[src/rtl/io_port_bank.sv]
// io_port_bank: NUM_IN input and NUM_OUT output handshake channels on one CPU port.
// Define IO_PORT_ERR_FLAGS_EN to build the sticky underrun/overrun register.
module io_port_bank #(
  parameter int DATA_W = 8,
  parameter int NUM_IN = 4,
  parameter int NUM_OUT = 4,
  parameter int ADDR_W = 8,
  parameter logic [ADDR_W-1:0] STATUS_ADDR = 8'hF0
) (
  input  logic                      clk,
  input  logic                      Reset,
  input  logic [ADDR_W-1:0]         cpu_addr,
  input  logic                      cpu_rd,
  input  logic                      cpu_wr,
  input  logic [DATA_W-1:0]         cpu_wdata,
  output logic [DATA_W-1:0]         cpu_rdata,
  output logic                      cpu_rvalid,
  input  logic [NUM_IN*DATA_W-1:0]  ext_in_data,
  input  logic [NUM_IN-1:0]         ext_in_valid,
  output logic [NUM_IN-1:0]         ext_in_ack,
  output logic [NUM_OUT*DATA_W-1:0] ext_out_data,
  output logic [NUM_OUT-1:0]        ext_out_valid,
  input  logic [NUM_OUT-1:0]        ext_out_ready
);

  logic [DATA_W-1:0]  inReg [NUM_IN];
  logic [NUM_IN-1:0]  inFull;
  logic [NUM_IN-1:0]  rdHitIn;
  logic [NUM_IN-1:0]  takeIn;
  logic [DATA_W-1:0]  outReg [NUM_OUT];
  logic [NUM_OUT-1:0] outPend;
  logic [NUM_OUT-1:0] wrHitOut;
  logic [DATA_W-1:0]  status;
  logic [DATA_W-1:0]  rdNext;

  // A read of a FULL channel frees it in the same cycle a new word arrives
  always_comb begin
    rdHitIn = '0;
    takeIn = '0;
    wrHitOut = '0;
    for (int i = 0; i < NUM_IN; i++) begin
      rdHitIn[i] = cpu_rd && (cpu_addr == ADDR_W'(i));
      takeIn[i] = ext_in_valid[i] && (!inFull[i] || rdHitIn[i]);
    end
    for (int j = 0; j < NUM_OUT; j++) begin
      wrHitOut[j] = cpu_wr && (cpu_addr == ADDR_W'(j));
    end
  end

  always_comb begin
    status = '0;
    status[NUM_IN-1:0] = inFull;
    status[NUM_IN +: NUM_OUT] = outPend;
  end

`ifdef IO_PORT_ERR_FLAGS_EN
  localparam logic [ADDR_W-1:0] ERR_ADDR = STATUS_ADDR + 1'b1;
  logic [DATA_W-1:0] errReg;
  logic [DATA_W-1:0] errNew;
  logic              errRead;

  assign errRead = cpu_rd && (cpu_addr == ERR_ADDR);

  always_comb begin
    errNew = '0;
    errNew[NUM_IN-1:0] = rdHitIn & ~inFull;
    errNew[NUM_IN +: NUM_OUT] = wrHitOut & outPend;
  end

  // Fresh events win over the clearing read
  always_ff @(posedge clk or negedge Reset) begin
    if (!Reset) begin
      errReg <= '0;
    end else begin
      errReg <= (errRead ? '0 : errReg) | errNew;
    end
  end
`endif

  always_comb begin
    rdNext = '0;
    for (int i = 0; i < NUM_IN; i++) begin
      if (cpu_addr == ADDR_W'(i)) rdNext = inReg[i];
    end
    if (cpu_addr == STATUS_ADDR) rdNext = status;
`ifdef IO_PORT_ERR_FLAGS_EN
    if (errRead) rdNext = errReg;
`endif
  end

  always_ff @(posedge clk or negedge Reset) begin
    if (!Reset) begin
      cpu_rdata <= '0;
      cpu_rvalid <= 1'b0;
    end else begin
      cpu_rvalid <= cpu_rd;
      if (cpu_rd) cpu_rdata <= rdNext;
    end
  end

  always_ff @(posedge clk or negedge Reset) begin
    if (!Reset) begin
      inFull <= '0;
      ext_in_ack <= '0;
      for (int i = 0; i < NUM_IN; i++) inReg[i] <= '0;
    end else begin
      ext_in_ack <= takeIn;
      for (int i = 0; i < NUM_IN; i++) begin
        if (takeIn[i]) begin
          inReg[i] <= ext_in_data[i*DATA_W +: DATA_W];
          inFull[i] <= 1'b1;
        end else if (rdHitIn[i]) begin
          inFull[i] <= 1'b0;
        end
      end
    end
  end

  // A same-cycle write re-arms PEND after ready retires the old word
  always_ff @(posedge clk or negedge Reset) begin
    if (!Reset) begin
      outPend <= '0;
      for (int j = 0; j < NUM_OUT; j++) outReg[j] <= '0;
    end else begin
      for (int j = 0; j < NUM_OUT; j++) begin
        if (wrHitOut[j]) begin
          outReg[j] <= cpu_wdata;
          outPend[j] <= 1'b1;
        end else if (ext_out_ready[j]) begin
          outPend[j] <= 1'b0;
        end
      end
    end
  end

  assign ext_out_valid = outPend;

  for (genvar j = 0; j < NUM_OUT; j++) begin : gOut
    assign ext_out_data[j*DATA_W +: DATA_W] = outReg[j];
  end

endmodule

[config.mk]
export PLATFORM = sky130hd
export DESIGN_NAME = io_port_bank
export DESIGN_NICKNAME = d
export VERILOG_FILES = /design/src/rtl/io_port_bank.sv
export SDC_FILE = /design/constraint.sdc
export NUM_CORES = 1
export LEC_CHECK = 0
export CAP_MARGIN = 20
export CORE_MARGIN = 1.5
export CORE_UTILIZATION = 50
export CTS_CLUSTER_SIZE = 25
export DETAILED_ROUTE_END_ITERATION = 6
export PLACE_DENSITY = 0.87
export SYNTH_ARGS = -nofsm -noshare
export SYNTH_HDL_FRONTEND = slang
export SYNTH_SLANG_ARGS = --single-unit
export TNS_END_PERCENT = 100
[constraint.sdc]
create_clock -name clk -period 3.3 [get_ports clk]
set_clock_uncertainty 0.2 [all_clocks]
set_input_delay 0.66 -clock clk [delete_from_list [all_inputs] [get_ports clk]]
set_output_delay 0.66 -clock clk [all_outputs]
set_load 0.01 [all_outputs]
**Word-level counts from Yosys, hierarchy flattened**

Index checks and enable logic that the tools add are counted.

- Flip-flop bits (word level): 85
- Input bits: 60
- Output and inout bits: 49
- Logic and storage cells: 73

- Equality and inequality tests: 4
- Mux-type cells: 21
- Reduce and logical (&&, ||, !) cells: 29

Operators with widths:

| cell | count |
|---|---|
| two-way mux 8 bit | 5 |
| equality test 8 x 2 -> 1 bit, second input constant | 2 |
| two-way mux 1 bit | 16 |
| nonzero test 2 bit | 8 |
| logical AND 1 bit | 12 |
| equality test 8 x 1 -> 1 bit, second input constant | 1 |
| equality test 8 bit, second input constant | 1 |
| logical NOT 8 bit | 1 |
| logical NOT 1 bit | 4 |
| logical OR 1 bit | 4 |

**Logic depth before layout (Yosys ltp)**

Gate-level depths: netlist of the first run.

- Depth after elaboration: 6
- Mapped depth: 6
- Depth with buffers taken out: 4

**Least setup slack after synthesis of the first run**

OpenSTA, ideal clock, no wires.

- Kind: input port to flip-flop
- Start: in cpu_addr[7]
- End: reg inReg[10] (netlist bit)
- Library setup time: 0.125 ns
- Data arrival time: 1.836 ns
- Required time: 2.975 ns
- Path slack: 1.139 ns
- Stages on the path: 5
- Path buffers: 1
- Cells stage by stage: nor4_4 > nand2_2 > o31a_1 > buf_6 > mux2_4

- Cells in the longest elaborated chain, start to end: 4

Ends and longest elaborated chain:

| element | RTL line | text |
|---|---|---|
| start: declaration | 12 | `input logic [ADDR_W-1:0] cpu_addr,` |
| equality test 8 x 2 -> 1 bit | 42 | `rdHitIn[i] = cpu_rd && (cpu_addr == ADDR_W'(i));` |
| logical AND 1 bit | 42 |  |
| logical OR 1 bit | 43 | `takeIn[i] = ext_in_valid[i] && (!inFull[i] \|\| rdHitIn[i]);` |
| logical AND 1 bit | 43 |  |
| end signal: indexed assignment | 110 | `inReg[i] <= ext_in_data[i*DATA_W +: DATA_W];` |
| end: declaration | 26 | `logic [DATA_W-1:0] inReg [NUM_IN];` |

Every way passes these cells.
A chain may end at the register's enable or synchronous reset.

**Worst setup path in the final report of the first run**

Ends and elaborated chain as after synthesis.

==> results of run 1 <==
-- flip-flops by register name, indices dropped and copies added (netlist names) --
register and count:
cpu_rdata 8, cpu_rvalid 1, ext_in_ack 4, ext_out_data 32, ext_out_valid 4, inFull 4
inReg 32
-- cell families after synthesis --
| logic type | count (synthesis) | synth area share |
|---|---|---|
| compound gates | 44 | 0.09021 |
| buf+inv | 18 | 0.02326 |
| flops | 85 | 0.5990 |
| mux | 64 | 0.2114 |
| simple gates | 41 | 0.07611 |
-- final timing paths --
path                       cells after the start        start  slack (ns)   endpoint
max                                            5  cpu_addr[7]        0.72  inReg[10]
min                                            1    inReg[28]        0.30  inReg[28]
max reg2reg                                    3    inFull[2]        1.63  inReg[10]
min reg2reg                                    1    inReg[28]        0.30  inReg[28]
max in group asynchronous                      3        Reset        1.85  inFull[3]
min in group asynchronous                      2        Reset        0.47  inReg[26]
-- synth_stat cells, types with 2 or more instances --
| library cell | instances |
|---|---|
| clkbuf_1 | 2 |
| nand2_1 | 4 |
| nand3_1 | 2 |
| mux2_4 | 8 |
| o21ai_0 | 12 |
| a21oi_1 | 8 |
| buf_2 | 6 |
| nand2_2 | 3 |
| o221ai_1 | 8 |
| inv_1 | 9 |
| dfrtp_1 | 85 |
| nand2b_1 | 2 |
| mux2_2 | 56 |
| nor2b_1 | 19 |
| and3_1 | 2 |
| a21o_1 | 3 |
| a211o_1 | 8 |
-- layout make-up --
class,instances,area share
Clock buffer,13,0.03401
Clock inverter,1,0.006045
Inverter,9,0.006801
Multi-Input combinational cell,149,0.2700
Sequential cell,85,0.4282
Tap cell,96,0.02418
Timing Repair Buffer,114,0.2307
-- per-layer routing --
metal,wire [um],vias up,part of all wire
met2,4305,66,0.51
met4,176,0,0.021
met3,329,17,0.039
met5,0,-,0
li1,-,1129,-
met1,3639,1224,0.43
-- critical path: cells and delay by family --
kind,cells,cell delay (ns)
buffers and inverters,1,0.45
AO/OA/AOI/OAI,1,0.52
AND/OR/NAND/NOR,2,0.61
multiplexers,1,0.37
-- per-stage QoR --
step                      total power (uW)  hold WS [ns]
after global placement                1438        0.2875
after floorplan                       1272        0.1644
after CTS                             2180        0.3089
final                                 2174        0.3047
after detailed placement              1450        0.2908
after global routing                  2266        0.3245
-- power breakdown --
part	internal [uW]	switching [uW]	leakage (uW)
combinational	180	108	0.00104
clock	404	334	0.000102
sequential	1110	38.3	0.00111
total	1690	479	0.00225
==> run_results.csv, run 1 <==
group,metric,value,unit
global_route,gr-usage-met2,0.3895,
place,post-place-ws,0.3615,ns
floorplan,ios,109,
critical_path,cpPeakStageDelay,0.52,ns
drt,wl,8.449,mm
status,outcome,"finished, final reports clean",
global_route,antenna_found_initial,0,
logic_synthesis,ys_ff_latch,85,
critical_path,start_kind,"input port",
timing,layout_min_cycle_time,2.582,ns
floorplan,fp.dieArea,7616,um2
logic_synthesis,yosysSeqAreaShare,0.5990,
global_route,grt.total_usage,0.2382,
timing,report.final.slew_viol_count,0,
logic_synthesis,syn_nets,312,
global_route,grt_max_degree,86,
pwr,leakage,0.002253,uW
cts,tritoncts,"yes",
place,place_area,4731,um2
logic_synthesis,async_reset_ff_frac,1.000,
logic_synthesis,yosys.area.top_type,"dfrtp_1",
place,placedCellCount,451,
drt,drt_iter0_markers,99,
global_route,grt_util_met3,0.04739,
drt,drt_first_pass_iters,4,
cts,cts-hold-fix-buffers,0,
logic_synthesis,synth_area,3551,um2
cts,cts.repair.resized,0,
drt,vias,2436,
critical_path,crit_chain,"clkdlybuf4s50_1 > nor4_4 > nand2_2 > o31a_1 > mux2_4",
cts,cts-root-buf,"clkbuf_8",
layout,final_area,4967,um2
global_route,grt_use_met1,0.3086,
layout,nFillCells,462,
floorplan,start_util,0.5198,
critical_path,critPathSlowestCell,"o31a_1",
place,dp_hpwl,6.071,mm
critical_path,end_kind,"flip-flop",
pwr,irDropWorstVdd,238.5,uV
critical_path,path_max_fanout,10,
timing,fin_crit_sh,0.7825,
logic_synthesis,ys_warn_count,0,
critical_path,crit_arrival,2.61,ns
cts,cts.path.max_buffers,2,
cts,clock-sinks,85,
global_route,grt-busiest-layer,"met2",
floorplan,fp.dieH,87.27,um
drt,final_antenna_net_count,0,
cts,htreeDepth,3,
logic_synthesis,synthFlopType,"dfrtp_1",
timing,setup_viol,0,
layout,fin_nets,428,
drt,wl_per_cell,18.09,um
layout,antenna_cells,0,
job,cap_viol_max_count,0,
layout,ff_latch_area,2127,um2
global_route,grt_pass1_wl,13.50,mm
critical_path,cp_data_required_time,3.33,ns
layout,final_common_cell,"clkdlybuf4s50_1",
min_path,hp-class,"reg2reg",
logic_synthesis,yosysUniqueCellTypes,32,
layout,fin_util,0.7271,
timing,hold_violations,0,
cts,clk_latency,0.34,ns
logic_synthesis,yosysTopAreaCellShare,0.5990,
cts,numCtsBuffers,9,
logic_synthesis,syn_area_per_cell,14.09,um2
place,gp_congestion,0.7981,
layout,syn_to_final_growth,39.89,%
place,portBuffers,108,
drt,post-route-drc-count,0,
timing,tns,0,ns
logic_synthesis,synth_edf_count,0,
floorplan,core,6832,um2
timing,slew_headroom,0.6061,
timing,worstMarginPinSlew,0.5909,ns
global_route,grt_pass1_vias,2641,
layout,most-common-layout-cells,"clkdlybuf4s50_1, dfrtp_1, mux2_2",
logic_synthesis,synth_area_leaders,"dfrtp_1, mux2_2, mux2_4, nor2b_1, a211o_1",
critical_path,criticalPathCategory,"in2reg",
timing,finalWorstSetupSlack,0.7177,ns
layout,drive_gt1_frac,0.2507,
floorplan,die_w,87.27,um
layout,final_cell_count_no_fill,467,
layout,multi_input_area,1341,um2
floorplan,rows,30,
cts,post_cts_buffers,0,
timing,max_freq,387.3,MHz
drt,vias_per_cell,5.216,
global_route,grt_overflow,0,
logic_synthesis,netlist_instances,252,
timing,rsz0062_at_grt,"no",
pwr,powerDensity,437.7,nW/um2
cts,path_clk_slew,0.08,ns
(Power assumes the default switching activity.)
==> run 2: changes to the inputs <==
Settings changed: CORE_UTILIZATION 50 to 42, PLACE_DENSITY 0.87 to 0.78.
Clock period 3.3 ns to 2.35 ns, I/O delays scaled along.
==> run 2 against run 1 <==
Sequential power increased by 40%. Sequential share of layout area fell by 1.4 points. Hold slack worse by 0.0021 ns. Clock power up 52%. Critical path type unchanged. Cell count increased by 5.8%. Highest routed layer unchanged. Design area increased by 3.4%. Largest power group unchanged.
==> run_results.csv, run 2 (synthesized netlist as in run 1, its figures left out) <==
group,metric,value,unit
cts,tritoncts,"yes",
floorplan,die_w,94.95,um
layout,antenna_cells,0,
status,outcome,"finished, final reports clean",
timing,worst_hold_slack,0.3026,ns
critical_path,cpPeakStageDelay,0.46,ns
drt,vias,2490,
timing,max_freq,462.4,MHz
job,cap_viol_max_count,0,
drt,vias_per_cell,5.040,
global_route,grt_pass1_vias,2713,
floorplan,core,8217,um2
global_route,antenna_found_initial,0,
timing,slew_headroom,0.6591,
timing,worstMarginPinSlew,0.5114,ns
timing,fin_crit_sh,0.9202,
drt,drt_iter0_markers,131,
timing,tns,0,ns
critical_path,criticalPathCategory,"in2reg",
cts,clk_latency,0.36,ns
cts,cts-root-buf,"clkbuf_8",
drt,drt_first_pass_iters,4,
timing,hold_violations,0,
critical_path,cp_data_required_time,2.39,ns
cts,htreeDepth,3,
global_route,grt_overflow,0,
timing,report.final.slew_viol_count,0,
layout,syn_to_final_growth,44.57,%
pwr,powerDensity,612.0,nW/um2
layout,nFillCells,640,
layout,fin_nets,444,
layout,final_area,5134,um2
pwr,total_power,3142,uW
critical_path,path_max_fanout,9,
layout,drive_gt1_frac,0.2828,
critical_path,start_kind,"input port",
drt,final_antenna_net_count,0,
min_path,hp-class,"reg2reg",
cts,path_clk_slew,0.08,ns
place,dp_hpwl,6.417,mm
cts,clock-sinks,85,
floorplan,fp.dieArea,9016,um2
critical_path,crit_arrival,2.21,ns
drt,wl_per_cell,17.67,um
layout,most-common-layout-cells,"clkdlybuf4s50_1, dfrtp_1, mux2_2",
layout,final_common_cell,"clkdlybuf4s50_1",
timing,layout_min_cycle_time,2.162,ns
floorplan,fp.dieH,94.95,um
timing,rsz0062_at_grt,"no",
critical_path,end_kind,"flip-flop",
place,place_area,4907,um2
place,gp_congestion,0.7901,
place,portBuffers,108,
floorplan,start_util,0.4322,
drt,post-route-drc-count,0,
cts,cts.path.max_buffers,2,
drt,wl,8.729,mm
global_route,grt_max_degree,48,
timing,setup_viol,0,
critical_path,critPathSlowestCell,"clkdlybuf4s50_1",
critical_path,crit_chain,"clkdlybuf4s50_1 > nor4_4 > and2_1 > nand3_2 > mux2_2",
cts,numCtsBuffers,9,
global_route,grt_pass1_wl,13.41,mm
floorplan,rows,33,
floorplan,ios,109,
pwr,leakage,0.002341,uW
pwr,irDropWorstVdd,353.8,uV
global_route,grt.total_usage,0.2017,
==> run 2: cell count changes in the layout (fill, tap and decap cells not counted), sizes merged <==
cell,delta
bufinv,+1
clkinv,+2
clkinvlp,+1
clkbuf,-2
buf,+16
==> run 2: final timing paths <==
| check | from | end | slack, ns | cells after the start |
|---|---|---|---|---|
| max reg2reg | inFull[3] | inReg[1] | 0.83 | 3 |
| min in group asynchronous | Reset | cpu_rvalid | 0.43 | 2 |
| max | cpu_addr[7] | ext_out_data[12] | 0.19 | 5 |
| min reg2reg | inReg[30] | inReg[30] | 0.30 | 1 |
| min | inReg[30] | inReg[30] | 0.30 | 1 |
| max in group asynchronous | Reset | inReg[23] | 0.88 | 3 |
==> run 2: final cells by class <==
class                   instances  area [um2]  area share
repair buffers                130        1284      0.2501
multi-input cells             149        1341      0.2613
well taps                     105       131.4     0.02559
clock buffers                  11       131.4     0.02559
clock inverters                 5       85.08     0.01657
flip-flops and latches         85        2127      0.4143
inverters                       9       33.78    0.006581
==> run 2: per-layer routing <==
metal  vias to the layer above  wire [um]  share of wire  track usage
met5                         -          0              0            0
met4                         0        171          0.020      0.09080
met3                        11        306          0.035      0.03060
met2                        55       4743           0.54       0.3661
met1                      1258       3507           0.40       0.2326
li1                       1166          -              -            -
==> run 2: worst max-delay path: cells and delay by family <==
kind | cells | cell delay, ns
AND/OR/NAND/NOR | 3 | 0.92
buffers and inverters | 1 | 0.46
multiplexers | 1 | 0.35
==> run 2: what timing repair did <==
| item | in CTS | in global routing |
|---|---|---|
| setup buffers | 0 | 0 |
| hold endpoints to repair | 38 | 0 |
| gates resized for setup | 0 | 0 |
| hold buffers | 1 | 0 |
==> run 2: metrics by stage <==
stage                     setup slack [ns]    util  instances
after floorplan                     0.3788       -        252
after global placement             -0.1518  0.5972        477
after detailed placement           -0.2072  0.5972        477
after CTS                           0.1746  0.6248        494
after global routing               0.07823  0.6248        494
final                               0.1876  0.6248        494
==> run 2: report_power, final <==
| group | internal, uW | leakage, uW | total (uW) | switching (uW) |
|---|---|---|---|---|
| clock | 603 | 0.000104 | 1120 | 519 |
| combinational | 260 | 0.00113 | 409 | 149 |
| sequential | 1560 | 0.00111 | 1610 | 51.8 |
| total | 2420 | 0.00234 | 3140 | 719 |
